$ cat src/rtl/fetch_control_unit.sv
// rtl/fetch_control_unit.sv - program counter and fetch sequencer with IN/OUT handshake stalls
module fetch_control_unit #(
  parameter int ADDR_WIDTH = 10,
  parameter int LAST_ADDR  = 55,
  parameter int BOOT_ADDR  = 0
) (
  input  logic                  clock,
  input  logic                  reset,
  output logic [ADDR_WIDTH-1:0] adress,
  input  logic [31:0]           instruction,
  input  logic                  branch_cond,
  input  logic                  in_valid,
  output logic                  in_ack,
  input  logic                  out_ready,
  output logic                  out_valid,
  output logic                  commit,
  output logic                  halted,
  output logic                  fetch_error,
  output logic [15:0]           retired_count
);

  localparam logic [ADDR_WIDTH-1:0] LAST_PC = ADDR_WIDTH'(LAST_ADDR);
  localparam logic [ADDR_WIDTH-1:0] BOOT_PC = ADDR_WIDTH'(BOOT_ADDR);

  localparam logic [5:0] OP_JUMP = 6'b001110;
  localparam logic [5:0] OP_IN   = 6'b011111;
  localparam logic [5:0] OP_OUT  = 6'b100000;

  typedef enum logic [2:0] {
    S_BOOT,
    S_RUN,
    S_WAIT_IN,
    S_WAIT_OUT,
    S_HALT
  } state_t;

  state_t                  state_q, state_d;
  logic [ADDR_WIDTH-1:0]   pc_q, pc_d;
  logic                    halted_q, halted_d;
  logic                    fetch_error_q, fetch_error_d;
  logic [15:0]             retired_count_q, retired_count_d;

  logic [5:0]              opcode;
  logic [ADDR_WIDTH-1:0]   target;
  logic                    is_jump, is_branch, is_in, is_out;
  logic                    commit_c, in_ack_c, out_valid_c, seq_adv;
  logic                    unused_instr_bits;

  assign opcode            = instruction[31:26];
  assign target            = instruction[ADDR_WIDTH-1:0];
  assign unused_instr_bits = ^instruction[25:ADDR_WIDTH];

  always_comb begin
    is_jump   = (opcode == OP_JUMP);
    is_in     = (opcode == OP_IN);
    is_out    = (opcode == OP_OUT);
    is_branch = 1'b0;
    case (opcode)
      6'b010111, 6'b011010, 6'b011011,
      6'b011100, 6'b011101, 6'b011110: is_branch = 1'b1;
      default:                         is_branch = 1'b0;
    endcase
  end

  always_comb begin
    state_d       = state_q;
    pc_d          = pc_q;
    fetch_error_d = fetch_error_q;
    commit_c      = 1'b0;
    in_ack_c      = 1'b0;
    out_valid_c   = 1'b0;
    seq_adv       = 1'b0;

    case (state_q)
      S_BOOT: begin
        pc_d    = BOOT_PC;
        state_d = S_RUN;
      end
      S_RUN: begin
        if (is_in) begin
          if (in_valid) begin
            in_ack_c = 1'b1;
            commit_c = 1'b1;
            seq_adv  = 1'b1;
          end else begin
            state_d = S_WAIT_IN;
          end
        end else if (is_out) begin
          out_valid_c = 1'b1;
          if (out_ready) begin
            commit_c = 1'b1;
            seq_adv  = 1'b1;
          end else begin
            state_d = S_WAIT_OUT;
          end
        end else if (is_jump || (is_branch && branch_cond)) begin
          commit_c = 1'b1;
          // The branch itself retires even when its target is unreachable.
          if (target > LAST_PC) begin
            fetch_error_d = 1'b1;
            state_d       = S_HALT;
          end else begin
            pc_d = target;
          end
        end else begin
          commit_c = 1'b1;
          seq_adv  = 1'b1;
        end
      end
      S_WAIT_IN: begin
        if (in_valid) begin
          in_ack_c = 1'b1;
          commit_c = 1'b1;
          seq_adv  = 1'b1;
          state_d  = S_RUN;
        end
      end
      S_WAIT_OUT: begin
        out_valid_c = is_out;
        if (out_ready) begin
          commit_c = 1'b1;
          seq_adv  = 1'b1;
          state_d  = S_RUN;
        end
      end
      S_HALT: begin
        state_d = S_HALT;
      end
      default: begin
        state_d = S_BOOT;
      end
    endcase

    // Retiring the last image word halts instead of running off the end.
    if (seq_adv) begin
      if (pc_q == LAST_PC) begin
        state_d = S_HALT;
      end else begin
        pc_d = pc_q + ADDR_WIDTH'(1);
      end
    end

    halted_d = (state_d == S_HALT);

    retired_count_d = retired_count_q;
    if (commit_c && (retired_count_q != 16'hFFFF)) begin
      retired_count_d = retired_count_q + 16'd1;
    end
  end

  always_ff @(posedge clock) begin
    if (!reset) begin
      state_q         <= S_BOOT;
      pc_q            <= BOOT_PC;
      halted_q        <= 1'b0;
      fetch_error_q   <= 1'b0;
      retired_count_q <= 16'd0;
    end else begin
      state_q         <= state_d;
      pc_q            <= pc_d;
      halted_q        <= halted_d;
      fetch_error_q   <= fetch_error_d;
      retired_count_q <= retired_count_d;
    end
  end

  // Strobes are masked while reset is low so a pending handshake is dropped at once.
  assign commit        = commit_c & reset;
  assign in_ack        = in_ack_c & reset;
  assign out_valid     = out_valid_c & reset;
  assign adress        = pc_q;
  assign halted        = halted_q;
  assign fetch_error   = fetch_error_q;
  assign retired_count = retired_count_q;

endmodule
$ cat config.mk
export PLATFORM = sky130hd
export DESIGN_NAME = fetch_control_unit
export DESIGN_NICKNAME = d
export VERILOG_FILES = /design/src/rtl/fetch_control_unit.sv
export SDC_FILE = /design/constraint.sdc
export NUM_CORES = 1
export LEC_CHECK = 0
export ABC_AREA = 0
export CORE_MARGIN = 5
export CORE_UTILIZATION = 48
export CTS_CLUSTER_DIAMETER = 100
export DETAILED_ROUTE_END_ITERATION = 7
export PLACE_DENSITY = 0.85
export SLEW_MARGIN = 20
export SYNTH_ARGS = -nofsm -noshare
export SYNTH_HDL_FRONTEND = slang
export SYNTH_SLANG_ARGS = --single-unit
$ cat constraint.sdc
create_clock -name clock -period 3.4 [get_ports clock]
set_clock_uncertainty 0.05 [all_clocks]
set_input_delay 0.68 -clock clock [delete_from_list [all_inputs] [get_ports clock]]
set_output_delay 0.68 -clock clock [all_outputs]
set_load 0.005 [all_outputs]
### After elaboration in Yosys (flattened, before gate mapping)

Index checks and enable logic that the tools add are counted.

* latch bits: 0
* bits in read-only memories: 0
* memories kept: 0
* output and inout port bits: 31
* flip-flop bits (word level): 31
* RAM bits: 0

* divide/modulo/power cells: 0
* order comparisons: 1
* reductions and logical operators: 6
* muxes and demuxes: 33
* $add $sub $neg: 2
* $mul: 0
* eq/ne operators: 16
* shift-type cells: 0
* bitwise gates (word level): 5

Operator list (count)
* 2-to-1 mux 10 bit: 6
* equality test 6 x 5 -> 1 bit (second input constant): 7
* 2-to-1 mux 3 bit: 10
* case mux 10 bit (2 select lines): 1
* adder 16 x 1 -> 16 bit (second input constant): 1
* inequality test 16 bit (second input constant): 1
* case mux 3 bit (5 select lines): 1
* 2-to-1 mux 1 bit: 11
* adder 10 x 1 -> 10 bit (second input constant): 1
* equality test 10 x 6 -> 1 bit (second input constant): 1
* greater-than comparator 10 x 6 -> 1 bit (second input constant): 1
* equality test 3 x 2 -> 1 bit (second input constant): 2
* equality test 3 bit (second input constant): 2
* equality test 6 x 4 -> 1 bit (second input constant): 1
* equality test 6 bit (second input constant): 1
* case mux 1 bit (3 select lines): 2
* OR reduction 6 bit: 1
* AND reduction 5 bit: 1
* case mux 1 bit (2 select lines): 2
* bitwise AND 1 bit: 3
* equality test 3 x 1 -> 1 bit (second input constant): 1
* zero test 3 bit: 1
* logical AND 1 bit: 2
* inverter 1 bit: 2
* logical OR 1 bit: 1

### Depth between registers and ports, before layout

Gate-level depths: netlist (run 1).

* word-level depth: 12
* mapped depth: 8
* depth with buffers taken out: 7

### Least setup slack after synthesis (run 1)

Ideal clock, no wire load.

* path kind: input-to-output
* from: in instruction[30]
* to: out commit
* path slack: 0.623 ns
* arrival time: 2.047 ns
* required time: 2.670 ns
* buffers on the path: 1
* stages: 5
* path through: or4_4 -> nor4b_4 -> o32ai_2 -> buf_2 -> and2_1

* longest elaborated chain between the ends: 5
* elaborated cells on any way between the ends: 6

RTL lines
* start, declared: RTL line 10 `input logic [31:0] instruction,`
* equality test 6 bit: RTL line 56 `is_out = (opcode == OP_OUT);`
* 2-to-1 mux 1 bit: RTL line 88 `end else if (is_out) begin`
* 2-to-1 mux 1 bit (*): RTL line 80 `if (is_in) begin`
* case mux 1 bit (3 select lines) (*): RTL line 74 `case (state_q)`
* bitwise AND 1 bit (*): RTL line 168 `assign commit = commit_c & reset;`
* end, declared: RTL line 16 `output logic commit,`

Every way passes the cells marked *; elsewhere a longest branch is shown, timed or not.

### Worst setup path after layout (run 1)

* from: in instruction[26]
* to: out out_valid

* longest elaborated chain between the ends: 5
* elaborated cells on any way between the ends: 6

RTL lines
* equality test 6 bit: RTL line 56
* 2-to-1 mux 1 bit: RTL line 88
* 2-to-1 mux 1 bit: RTL line 80
* case mux 1 bit (2 select lines) (*): RTL line 74
* bitwise AND 1 bit (*): RTL line 170 `assign out_valid = out_valid_c & reset;`
* end, declared: RTL line 15 `output logic out_valid,`

Marked as above.

==> metrics.md, run 1 <==
| Metric | Value |
|---|---|
| Area after DPL | `2530 um^2` |
| GRT Overall Usage | `0.198` |
| CTS Buf Count | `5` |
| Gp weighted congestion | `0.851` |
| Global route overflow | `0` |
| Root Buffer | `clkbuf_8` |
| Wire per inst | `around 15 um` |
| Number of antenna repair diodes | `0` |
| Vias | `2020` |
| Row count | `22` |
| GRT met3 Usage | `0.0565` |
| Initial antenna violation count | `0` |
| Max Slew Vio Count | `0` |
| Dominant cell type by area after synthesis | `dfxtp_1` |
| DIE HEIGHT | `between 70 and 80 um` |
| Hold path depth | `1` |
| Post-synth EDFFs | `0` |
| Layout filler cell count | `293` |
| Met1 Use GR | `0.263` |
| Netlist cell types | `50` |
| Worst Setup End Kind | `primary output` |
| Area taken by multi-input logic gates | `1230 um^2` |
| Fin area | `2680 um^2` |
| CTS H-tree depth | `2` |
| Synthesis warning total | `0` |
| Synth top area share | `0.326` |
| IO Port Bufs | `51` |
| Arr. time, crit path | `2.55 ns` |
| Hold WC Path Type | `reg2reg` |
| Async set-reset flop share out of synthesis | `0` |
| Total Routed Length | `5220 um` |
| Largest net degree at the start of global routing | `27` |
| Vias in the first global route | `~1900` |
| # Max-Cap Violations | `0` |
| CTS clk-pin slew, worst paths | `0.07 ns` |
| DR pass1 iterations | `4` |
| Mean Syn Cell Area | `8.13 um^2` |
| CTS tree | `built` |
| Die area | `5320 um^2` |
| Req. time, crit path | `2.67 ns` |
| Total core area | `3740 um^2` |
| Lkg Pwr | `0.000979 uW` |
| Max_slew headroom | `0.488` |
| PD cells | `336 nW/um^2` |
| Non-Filler Instances | `roughly 350` |
| Slew @ Worst Pin | `0.761 ns` |
| Hold Fails Final Rpt | `0` |
| I/O pin count | `68` |
| Worst Reg-to-Reg Cells | `4` |
| GRT busiest layer | `met2` |
| Fmax | `between 300 and 400 MHz` |
| Setup WS post-layout | `0.124 ns` |
| Die W | `72.9 um` |
| Global Route met2 Usage | `0.296` |
| Critical path launch point type | `input port` |
| Crit path kind | `in2out` |
| Pre-CTS WS | `-0.0423 ns` |
| Sequential area share after synthesis | `0.326` |
| Drt drc | `0` |
| Top FF cell, synth | `dfxtp_1` |
| Synthesis-to-layout area growth | `40.7%` |
| DRT iter0 DRCs | `126` |
| Post-route ant nets | `0` |
| Register area | `621 um^2` |
| Gate Count Post-Synth | `~230` |
| Clock Tree Buf Depth | `2` |
| RSZ-0062 raised after global routing | `false` |
| Final worst path period need | `3.28 ns` |
| Minimum hold slack | `0.432 ns` |
| Syn nets | `273` |
| Maximum vdd drop | `326 uV` |
| Via-per-instance ratio | `5.82` |
| Top cells by area, synth | `dfxtp_1 33%, xor2_1 6.0%, nor2_1 4.7%` |
| Hpwl dp | `3650 um` |
| Synth Register Bits | `31` |
| Final net count | `337` |
| Worst-Skew Late Latency | `0.29 ns` |
| Period utilisation layout | `0.963` |
| Maximum fanout along the worst path | `2` |
| Status | `complete, no violations` |
| Final setup fails | `0` |
| Starting Density | `0.508` |
| Top-count cell post-synth | `dfxtp_1` |
| First-pass GRT wire length | `8430 um` |
| Post-synth top cells | `31 x dfxtp_1, 24 x nor2_1, 23 x nand2_1, 16 x nand3_1, 13 x xor2_1` |
| Share of cells above drive strength 1 | `0.124` |
| Placed instance count | `about 340` |
| Clk sinks | `31` |
| Synth Cell Area | `1900 um^2` |
-- stage by stage --
step                TNS, ns  utilization  power, uW
floorplan                 0            -        452
global placement    -0.0170        0.676        519
detailed placement  -0.0423        0.676        521
CTS                       0        0.711        902
global route              0        0.715        931
finish                    0        0.715        899
-- power breakdown --
group | internal, uW | switching, uW | total [uW]
Sequential | 370 | 10.2 | 380
Combinational | 70.7 | 65.9 | 137
Clock | 237 | 145 | 382
Total | 678 | 222 | 899
-- worst max-delay path: stages --
cell	delay, ns
clkdlybuf4s50_1	0.43
or4_4	0.58
nor4b_2	0.31
clkdlybuf4s50_1	0.55
-- cell usage in the layout, fill, tap and decap left out, types with 4 or more instances in the layout --
cell type,Yosys,routed
clkdlybuf4s50_1,0,50
dfxtp_1,31,31
nor2_1,24,24
nand2_1,23,23
nand3_1,16,16
buf_4,1,16
xor2_1,13,13
a21oi_1,12,12
and3_1,11,11
nor2b_1,8,8
nand4_1,8,8
o211ai_1,6,6
clkbuf_8,0,6
or3_1,5,5
a32oi_1,5,5
nor3_1,4,4
o21ai_0,4,4
o21a_1,4,4
-- state kept, by name, summed over array words and instances (netlist names) --
signal / flops
adress: 10
retired_count: 16
halted: 1
state_q: 3
fetch_error: 1
-- cell families after synthesis --
logic type               count (synthesis)  share of synthesized area
XOR/XNOR                                15                     0.0691
buffers and inverters                   14                     0.0322
adder cells (fa/ha/maj)                  2                     0.0132
AO/OA/AOI/OAI                           47                      0.183
AND/OR/NAND/NOR                        123                      0.366
flip-flops                              31                      0.326
multiplexers                             2                     0.0105
-- layer usage --
metal | vias to the layer above | wire length (um)
met4 | 0 | 110
met1 | 934 | 2300
li1 | 992 | -
met5 | - | 0
met2 | 82 | 2420
met3 | 12 | 387
-- repair_timing --
item | in CTS | in global routing
gates cloned | 0 | 0
hold buffers | 0 | 0
gates resized for setup | 1 | 2
buffers inserted | 2 | 0
endpoints found under the setup margin | 2 | 2
pin swaps | 3 | 3
-- worst paths after layout --
path | startpoint | end | slack [ns]
worst max-delay path | instruction[26] | out_valid | 0.12
worst min-delay path | fetch_error$_SDFFE_PN0P_ | fetch_error$_SDFFE_PN0P_ | 0.43
worst max register to register | adress[3]$_SDFF_PN0_ | adress[6]$_SDFF_PN0_ | 1.14
worst min register to register | fetch_error$_SDFFE_PN0P_ | fetch_error$_SDFFE_PN0P_ | 0.43
-- area by class of cell --
type | count | share of cell area
clock buffer | 6 | 0.0309
sequential | 31 | 0.232
inverter | 4 | 0.00561
multi-input combinational | 189 | 0.461
tap | 48 | 0.0225
clock inverter | 2 | 0.0131
timing repair buffer | 67 | 0.235
Power figures use the tool's default switching activity.
==> run 2: changes to the inputs <==
Settings changed: ABC_AREA 0 to 1, CAP_MARGIN from default to 10, CORE_UTILIZATION 48 to 51, PLACE_DENSITY 0.85 to 0.82.
==> metrics.md, run 2 <==
| Metric | Value |
|---|---|
| Status | `complete, no violations` |
| Setup slack, reg-to-reg | `1.17 ns (+0.03 ns)` |
| Critical path launch point type | `input port` |
| Hold WC Path Type | `reg2reg` |
| Synth top area share | `0.271 (-0.0557)` |
| # Max-Cap Violations | `0 (unchanged)` |
| Synthesis warning total | `0 (unchanged)` |
| Minimum hold slack | `0.409 ns (-0.0227 ns)` |
| Die W | `77.1 um (+5.6%)` |
| CTS Buf Count | `5 (unchanged)` |
| Postcts setup bufs | `0 (-2)` |
| Crit path kind | `in2out` |
| Slowest-stage cell, CP | `clkdlybuf4s50_1` |
| IO Port Bufs | `51 (unchanged)` |
| Root Buffer | `clkbuf_8` |
| R2r endpoint | `retired_count[5]$_SDFFE_PN0P_` |
| PD cells | `326 nW/um^2 (-2.9%)` |
| Largest stage delay, worst path | `0.52 ns (-0.06 ns)` |
| Vias in the first global route | `2357 (+24%)` |
| CTS resizes | `0 (-1)` |
| DR pass1 iterations | `4 (unchanged)` |
| Mean Syn Cell Area | `6.05 um^2 (-26%)` |
| Clk sinks | `31 (unchanged)` |
| Area taken by multi-input logic gates | `1460 um^2 (+18%)` |
| Slew @ Worst Pin | `0.629 ns (-0.132 ns)` |
| Post-route ant nets | `0 (unchanged)` |
| Synth Register Bits | `31 (unchanged)` |
| Setup TNS | `0 ns (unchanged)` |
| Vias | `2550 (+26%)` |
| Initial antenna violation count | `0 (unchanged)` |
| RSZ-0062 raised after global routing | `false` |
| Setup WS post-layout | `0.335 ns (+0.211 ns)` |
| Total core area | `4350 um^2 (+16%)` |
| Commonest non-fill, non-tap cell in the layout | `nand2_1` |
| Commonest cells after routing, fill and taps aside | `110 x nand2_1, 61 x nand3_1, 51 x clkdlybuf4s50_1, 41 x nor2_1, 37 x inv_1` |
| Register area | `621 um^2 (unchanged)` |
| First-pass GRT wire length | `10200 um (+21%)` |
| DRT iter0 DRCs | `212 (+68%)` |
| Final worst path period need | `3.06 ns (-0.211 ns)` |
| Clock Tree Buf Depth | `2 (unchanged)` |
| Period utilisation layout | `0.901 (-0.0621)` |
| Worst Reg-to-Reg Cells | `9 (+5)` |
| Layout filler cell count | `418 (+43%)` |
| Async set-reset flop share out of synthesis | `0 (unchanged)` |
| GRT Overall Usage | `0.205 (+0.00693)` |
| Max Slew Vio Count | `0 (unchanged)` |
| Gp weighted congestion | `0.893 (+4.9%)` |
| Global route overflow | `0 (unchanged)` |
| Share of cells above drive strength 1 | `0.0791 (-0.0447)` |
| Die area | `5940 um^2 (+12%)` |
| Number of antenna repair diodes | `0 (unchanged)` |
| DIE HEIGHT | `77.1 um (+5.6%)` |
| Reg-to-reg critical path startpoint | `retired_count[0]$_SDFFE_PN0P_` |
| Lkg Pwr | `0.00125 uW (+28%)` |
| Critical-path cell list | `clkdlybuf4s50_1 > nand2_1 > nor2_2 > nand4_1 > a21oi_1 > clkdlybuf4s50_1` |
| Wire per inst | `12.4 um (-18%)` |
| Fin area | `2960 um^2 (+11%)` |
| Total Routed Length | `5970 um (+14%)` |
| I/O pin count | `68 (unchanged)` |
| Req. time, crit path | `2.67 ns (about the same)` |
| CTS clk-pin slew, worst paths | `0.06 ns (about the same)` |
| Top-count cell post-synth | `nand2_1` |
| Via-per-instance ratio | `5.29 (-9.1%)` |
| Drt drc | `0 (unchanged)` |
| Final net count | `468 (+39%)` |
| Hpwl dp | `4370 um (+20%)` |
| Synth Cell Area | `2290 um^2 (+21%)` |
| Post-synth top cells | `110 x nand2_1, 61 x nand3_1, 41 x nor2_1, 37 x inv_1, 31 x dfxtp_1` |
| Worst Setup SP | `instruction[27]` |
| Critical path's most frequent cell | `clkdlybuf4s50_1` |
| Row count | `24 (+9.1%)` |
| Netlist cell types | `27 (-46%)` |
| Non-Filler Instances | `482 (+39%)` |
| Worst Setup End Kind | `primary output` |
| Sequential area share after synthesis | `0.271 (-0.0557)` |
| Largest net degree at the start of global routing | `23 (-15%)` |
| Pre-CTS WS | `0.348 ns (+0.390 ns)` |
| Dominant cell type by area after synthesis | `dfxtp_1` |
| CTS H-tree depth | `2 (unchanged)` |
| CTS tree | `built` |
| Gate Count Post-Synth | `379 (+62%)` |
| Syn nets | `418 (+53%)` |
| Arr. time, crit path | `2.33 ns (-0.22 ns)` |
| Worst-Skew Late Latency | `0.29 ns (about the same)` |
| Hold Crit Start | `fetch_error$_SDFFE_PN0P_` |
| Post-synth EDFFs | `0 (unchanged)` |
| Synthesis-to-layout area growth | `29.0%` |
| Top cells by area, synth | `dfxtp_1 27%, nand2_1 18%, nand3_1 13%` |
| Starting Density | `0.527 (+0.0187)` |
| Placed instance count | `474 (+41%)` |
| CP endpoint | `in_ack` |
| Fmax | `326 MHz (+6.9%)` |
| Final setup fails | `0 (unchanged)` |
| Area after DPL | `2840 um^2 (+12%)` |
| Hold Fails Final Rpt | `0 (unchanged)` |
| Max reg flops | `16 (unchanged)` |
| Hold buffers post-CTS | `0 (unchanged)` |
| Maximum vdd drop | `175 uV (-46%)` |
| Maximum fanout along the worst path | `4 (+2)` |
| Max_slew headroom | `0.580 (+0.0911)` |
| Top FF cell, synth | `dfxtp_1` |
==> run 2: cell count changes in the layout (fill, tap and decap cells not counted), sizes merged, moves of 5 or more <==
| cell | delta |
|---|---|
| nor2b | -8 |
| nor2 | +19 |
| inv | +37 |
| a32oi | -5 |
| a21oi | +12 |
| o21ai | +7 |
| nand3 | +44 |
| buf | -11 |
| o211ai | -6 |
| or3 | -5 |
| and3 | -11 |
| nand2 | +89 |
==> run 2: report_power, final <==
| part | internal, uW | total, uW | switching [uW] |
|---|---|---|---|
| Combinational | 84.8 | 188 | 103 |
| Sequential | 377 | 395 | 19.0 |
| Clock | 237 | 383 | 146 |
| Total | 698 | 966 | 267 |
==> run 2: metrics by stage <==
| step | utilization | total power, uW |
|---|---|---|
| 2_1_floorplan | - | 515 |
| 3_3_place_gp | 0.653 | 587 |
| 3_5_place_dp | 0.653 | 591 |
| 4_1_cts | 0.680 | 978 |
| 5_1_grt | 0.680 | 1020 |
| 6_report | 0.680 | 966 |
==> run 2: how the worst min path moves through the flow <==
stage                                          end  slack (ns)  cells after the start
final                     fetch_error$_SDFFE_PN0P_        0.41                      2
after floorplan           fetch_error$_SDFFE_PN0P_        0.40                      2
after global routing      fetch_error$_SDFFE_PN0P_        0.44                      2
after detailed placement  fetch_error$_SDFFE_PN0P_        0.40                      2
after global placement    fetch_error$_SDFFE_PN0P_        0.39                      2
after CTS                 fetch_error$_SDFFE_PN0P_        0.41                      2
==> run 2: metal layers <==
| layer | up-vias | track usage | part of all wire | wire length, um |
|---|---|---|---|---|
| met1 | 1143 | 0.251 | 0.43 | 2550 |
| met3 | 6 | 0.0422 | 0.058 | 345 |
| met4 | 0 | 0.0859 | 0.014 | 85 |
| met2 | 74 | 0.347 | 0.50 | 2980 |
| met5 | - | 0 | 0 | 0 |
| li1 | 1327 | - | - | - |
==> run 2: cell families after synthesis <==
kind of cell | count (synthesis) | share of synthesized area
adders and majority gates | 2 | 0.0109
AOI/OAI and AO/OA | 38 | 0.101
and+or+nand+nor | 236 | 0.451
xor gates and xnor gates | 19 | 0.0726
buffers and inverters | 53 | 0.0938
DFF | 31 | 0.271
==> run 2: worst max-delay path, delay by kind of cell <==
kind / cells / cell delay, ns
buf+inv: 2 / 1.03
compound gates: 1 / 0.16
simple gates: 3 / 0.46
==> run 2: final cells by class <==
type                    instances  share of cell area
clock inverters                 2              0.0118
flip-flops and latches         31               0.210
multi-input cells             295               0.493
clock buffers                   6              0.0279
inverters                      40              0.0507
well taps                      52              0.0220
repair buffers                 56               0.185
==> run 3: changes to the inputs <==
Clock period 3.4 ns to 3.6 ns, I/O delays scaled along.
==> metrics.md, run 3 (same netlist as run 2, synthesis figures left out) <==
| Metric | Value |
|---|---|
| Root Buffer | `clkbuf_8` |
| Max Slew Vio Count | `0 (unchanged)` |
| CTS resizes | `0 (unchanged)` |
| GRT Overall Usage | `0.208 (+0.00272)` |
| DRT iter0 DRCs | `210 (-0.94%)` |
| Largest net degree at the start of global routing | `23 (unchanged)` |
| Worst Reg-to-Reg Cells | `9 (unchanged)` |
| CTS tree | `built` |
| Lkg Pwr | `0.00124 uW (-0.34%)` |
| Starting Density | `0.527 (unchanged)` |
| Non-Filler Instances | `481 (-0.21%)` |
| Slew @ Worst Pin | `0.637 ns (+0.00815 ns)` |
| Wire per inst | `12.7 um (+2.4%)` |
| Wl on met1 | `2680 um (+4.9%)` |
| PD cells | `308 nW/um^2 (-5.5%)` |
| Gp weighted congestion | `0.893 (about the same)` |
| Postcts setup bufs | `0 (unchanged)` |
| Metal3 WL | `345 um (unchanged)` |
| Maximum fanout along the worst path | `4 (unchanged)` |
| Final net count | `467 (-0.21%)` |
| Commonest cells after routing, fill and taps aside | `110 x nand2_1, 61 x nand3_1, 51 x clkdlybuf4s50_1, 41 x nor2_1, 37 x inv_1` |
| Hold WC Path Type | `reg2reg` |
| Max Used Layer | `met4` |
| Number of antenna repair diodes | `0 (unchanged)` |
| Maximum vdd drop | `250 uV (+43%)` |
| CTS clk-pin slew, worst paths | `0.06 ns (about the same)` |
| Largest stage delay, worst path | `0.52 ns (about the same)` |
| CP endpoint | `in_ack` |
| Global route overflow | `0 (unchanged)` |
| Final setup fails | `0 (unchanged)` |
| I/O pin count | `68 (unchanged)` |
| Fmax | `approximately 320 MHz` |
| Total power | `910 uW (-5.8%)` |
| Period utilisation layout | `0.877` |
| Reg-to-reg critical path startpoint | `retired_count[0]$_SDFFE_PN0P_` |
| RSZ-0062 raised after global routing | `false` |
| First-pass GRT wire length | `10400 um (+1.6%)` |
| # Max-Cap Violations | `0 (unchanged)` |
| Worst Setup End Kind | `primary output` |
| Max reg flops | `16 (unchanged)` |
| Total Routed Length | `6100 um (+2.2%)` |
| Row count | `24 (unchanged)` |
| DR pass1 iterations | `4 (unchanged)` |
| Max_slew headroom | `0.574 (-0.00545)` |
| Critical-path cell list | `clkdlybuf4s50_1 > nand2_1 > nor2_2 > nand4_1 > a21oi_1 > clkdlybuf4s50_1` |
| Vias | `2530 (-0.78%)` |
| DIE HEIGHT | `77.1 um (unchanged)` |
| Fin area | `2950 um^2 (-0.25%)` |
| Worst-Skew Late Latency | `0.29 ns (about the same)` |
| Worst Setup SP | `instruction[27]` |
| Synthesis-to-layout area growth | `28.7%` |
| Minimum hold slack | `0.407 ns (-0.00202 ns)` |
| Hold buffers post-CTS | `0 (unchanged)` |
| Commonest non-fill, non-tap cell in the layout | `nand2_1` |
| Die area | `5940 um^2 (unchanged)` |
| Status | `complete, no violations` |
| Share of cells above drive strength 1 | `0.0769 (-0.00215)` |
| Post-route ant nets | `0 (unchanged)` |
| Total core area | `4350 um^2 (unchanged)` |
| Critical path's most frequent cell | `clkdlybuf4s50_1` |
| Die W | `77.1 um (unchanged)` |
| Slowest-stage cell, CP | `clkdlybuf4s50_1` |
| Via-per-instance ratio | `5.26 (-0.58%)` |
| CTS Buf Count | `5 (unchanged)` |
| Placed instance count | `473 (-0.21%)` |
| Critical path launch point type | `input port` |
| R2r endpoint | `retired_count[3]$_SDFFE_PN0P_` |
| Met2 WL | `2980 um (-0.20%)` |
| Clock Tree Buf Depth | `2 (unchanged)` |
| Hpwl dp | `4410 um (+1.0%)` |
| Setup slack, reg-to-reg | `1.39 ns (+0.22 ns)` |
| Setup TNS | `0 ns (unchanged)` |
| Area after DPL | `2830 um^2 (-0.26%)` |
| Drt drc | `0 (unchanged)` |
| Arr. time, crit path | `2.39 ns (+0.06 ns)` |
| Crit path kind | `in2out` |
| Final worst path period need | `3.16 ns` |
| Req. time, crit path | `2.83 ns (+0.16 ns)` |
| Vias in the first global route | `2410 (+2.2%)` |
| Clk sinks | `31 (unchanged)` |
| Hold Fails Final Rpt | `0 (unchanged)` |
| Initial antenna violation count | `0 (unchanged)` |
| CTS H-tree depth | `2 (unchanged)` |
| IO Port Bufs | `51 (unchanged)` |
[run 3: cell types whose count changed in the layout (fill, tap and decap cells not counted), sizes merged]
cell / before / now
buf: 5 / 4
[run 3: worst min-delay path by stage]
stage                                        start                        to  slack [ns]  cells past startpoint
final                     fetch_error$_SDFFE_PN0P_  fetch_error$_SDFFE_PN0P_        0.41                      2
after global placement    fetch_error$_SDFFE_PN0P_  fetch_error$_SDFFE_PN0P_        0.39                      2
after detailed placement  fetch_error$_SDFFE_PN0P_  fetch_error$_SDFFE_PN0P_        0.40                      2
after global routing      fetch_error$_SDFFE_PN0P_  fetch_error$_SDFFE_PN0P_        0.43                      2
after CTS                 fetch_error$_SDFFE_PN0P_  fetch_error$_SDFFE_PN0P_        0.41                      2
after floorplan           fetch_error$_SDFFE_PN0P_  fetch_error$_SDFFE_PN0P_        0.40                      2
[run 3: layout make-up]
| cell class | count | area [um^2] |
|---|---|---|
| clock buffers | 6 | 82.6 |
| clock inverters | 2 | 35.0 |
| fillers | 385 | 1400 |
| inverters | 40 | 150 |
| multi-input cells | 295 | 1460 |
| flip-flops and latches | 31 | 621 |
| well taps | 52 | 65.1 |
| repair buffers | 55 | 541 |
[run 3: where the power goes]
group	internal [uW]	leakage, uW	total (uW)	switching [uW]
combinational	79.7	0.000931	179	99.0
clock	224	0.0000612	358	135
sequential	356	0.000252	373	17.4
total	659	0.00124	910	251
[run 3: metrics by stage]
step                 util  setup slack, ns
floorplan               -             1.38
global placement    0.651            0.473
detailed placement  0.651            0.438
CTS                 0.678            0.435
global route        0.678            0.286
finish              0.678            0.441
[run 3: routing by layer]
layer | track usage | vias to the layer above
met5 | 0 | -
met4 | 0.0876 | 0
met3 | 0.0422 | 7
met2 | 0.363 | 71
met1 | 0.244 | 1129
li1 | - | 1323
[run 3: worst max-delay path: cells and delay by family]
kind	cells	cell delay (ns)
compound gates	1	0.18
buf+inv	2	1.04
simple gates	3	0.45
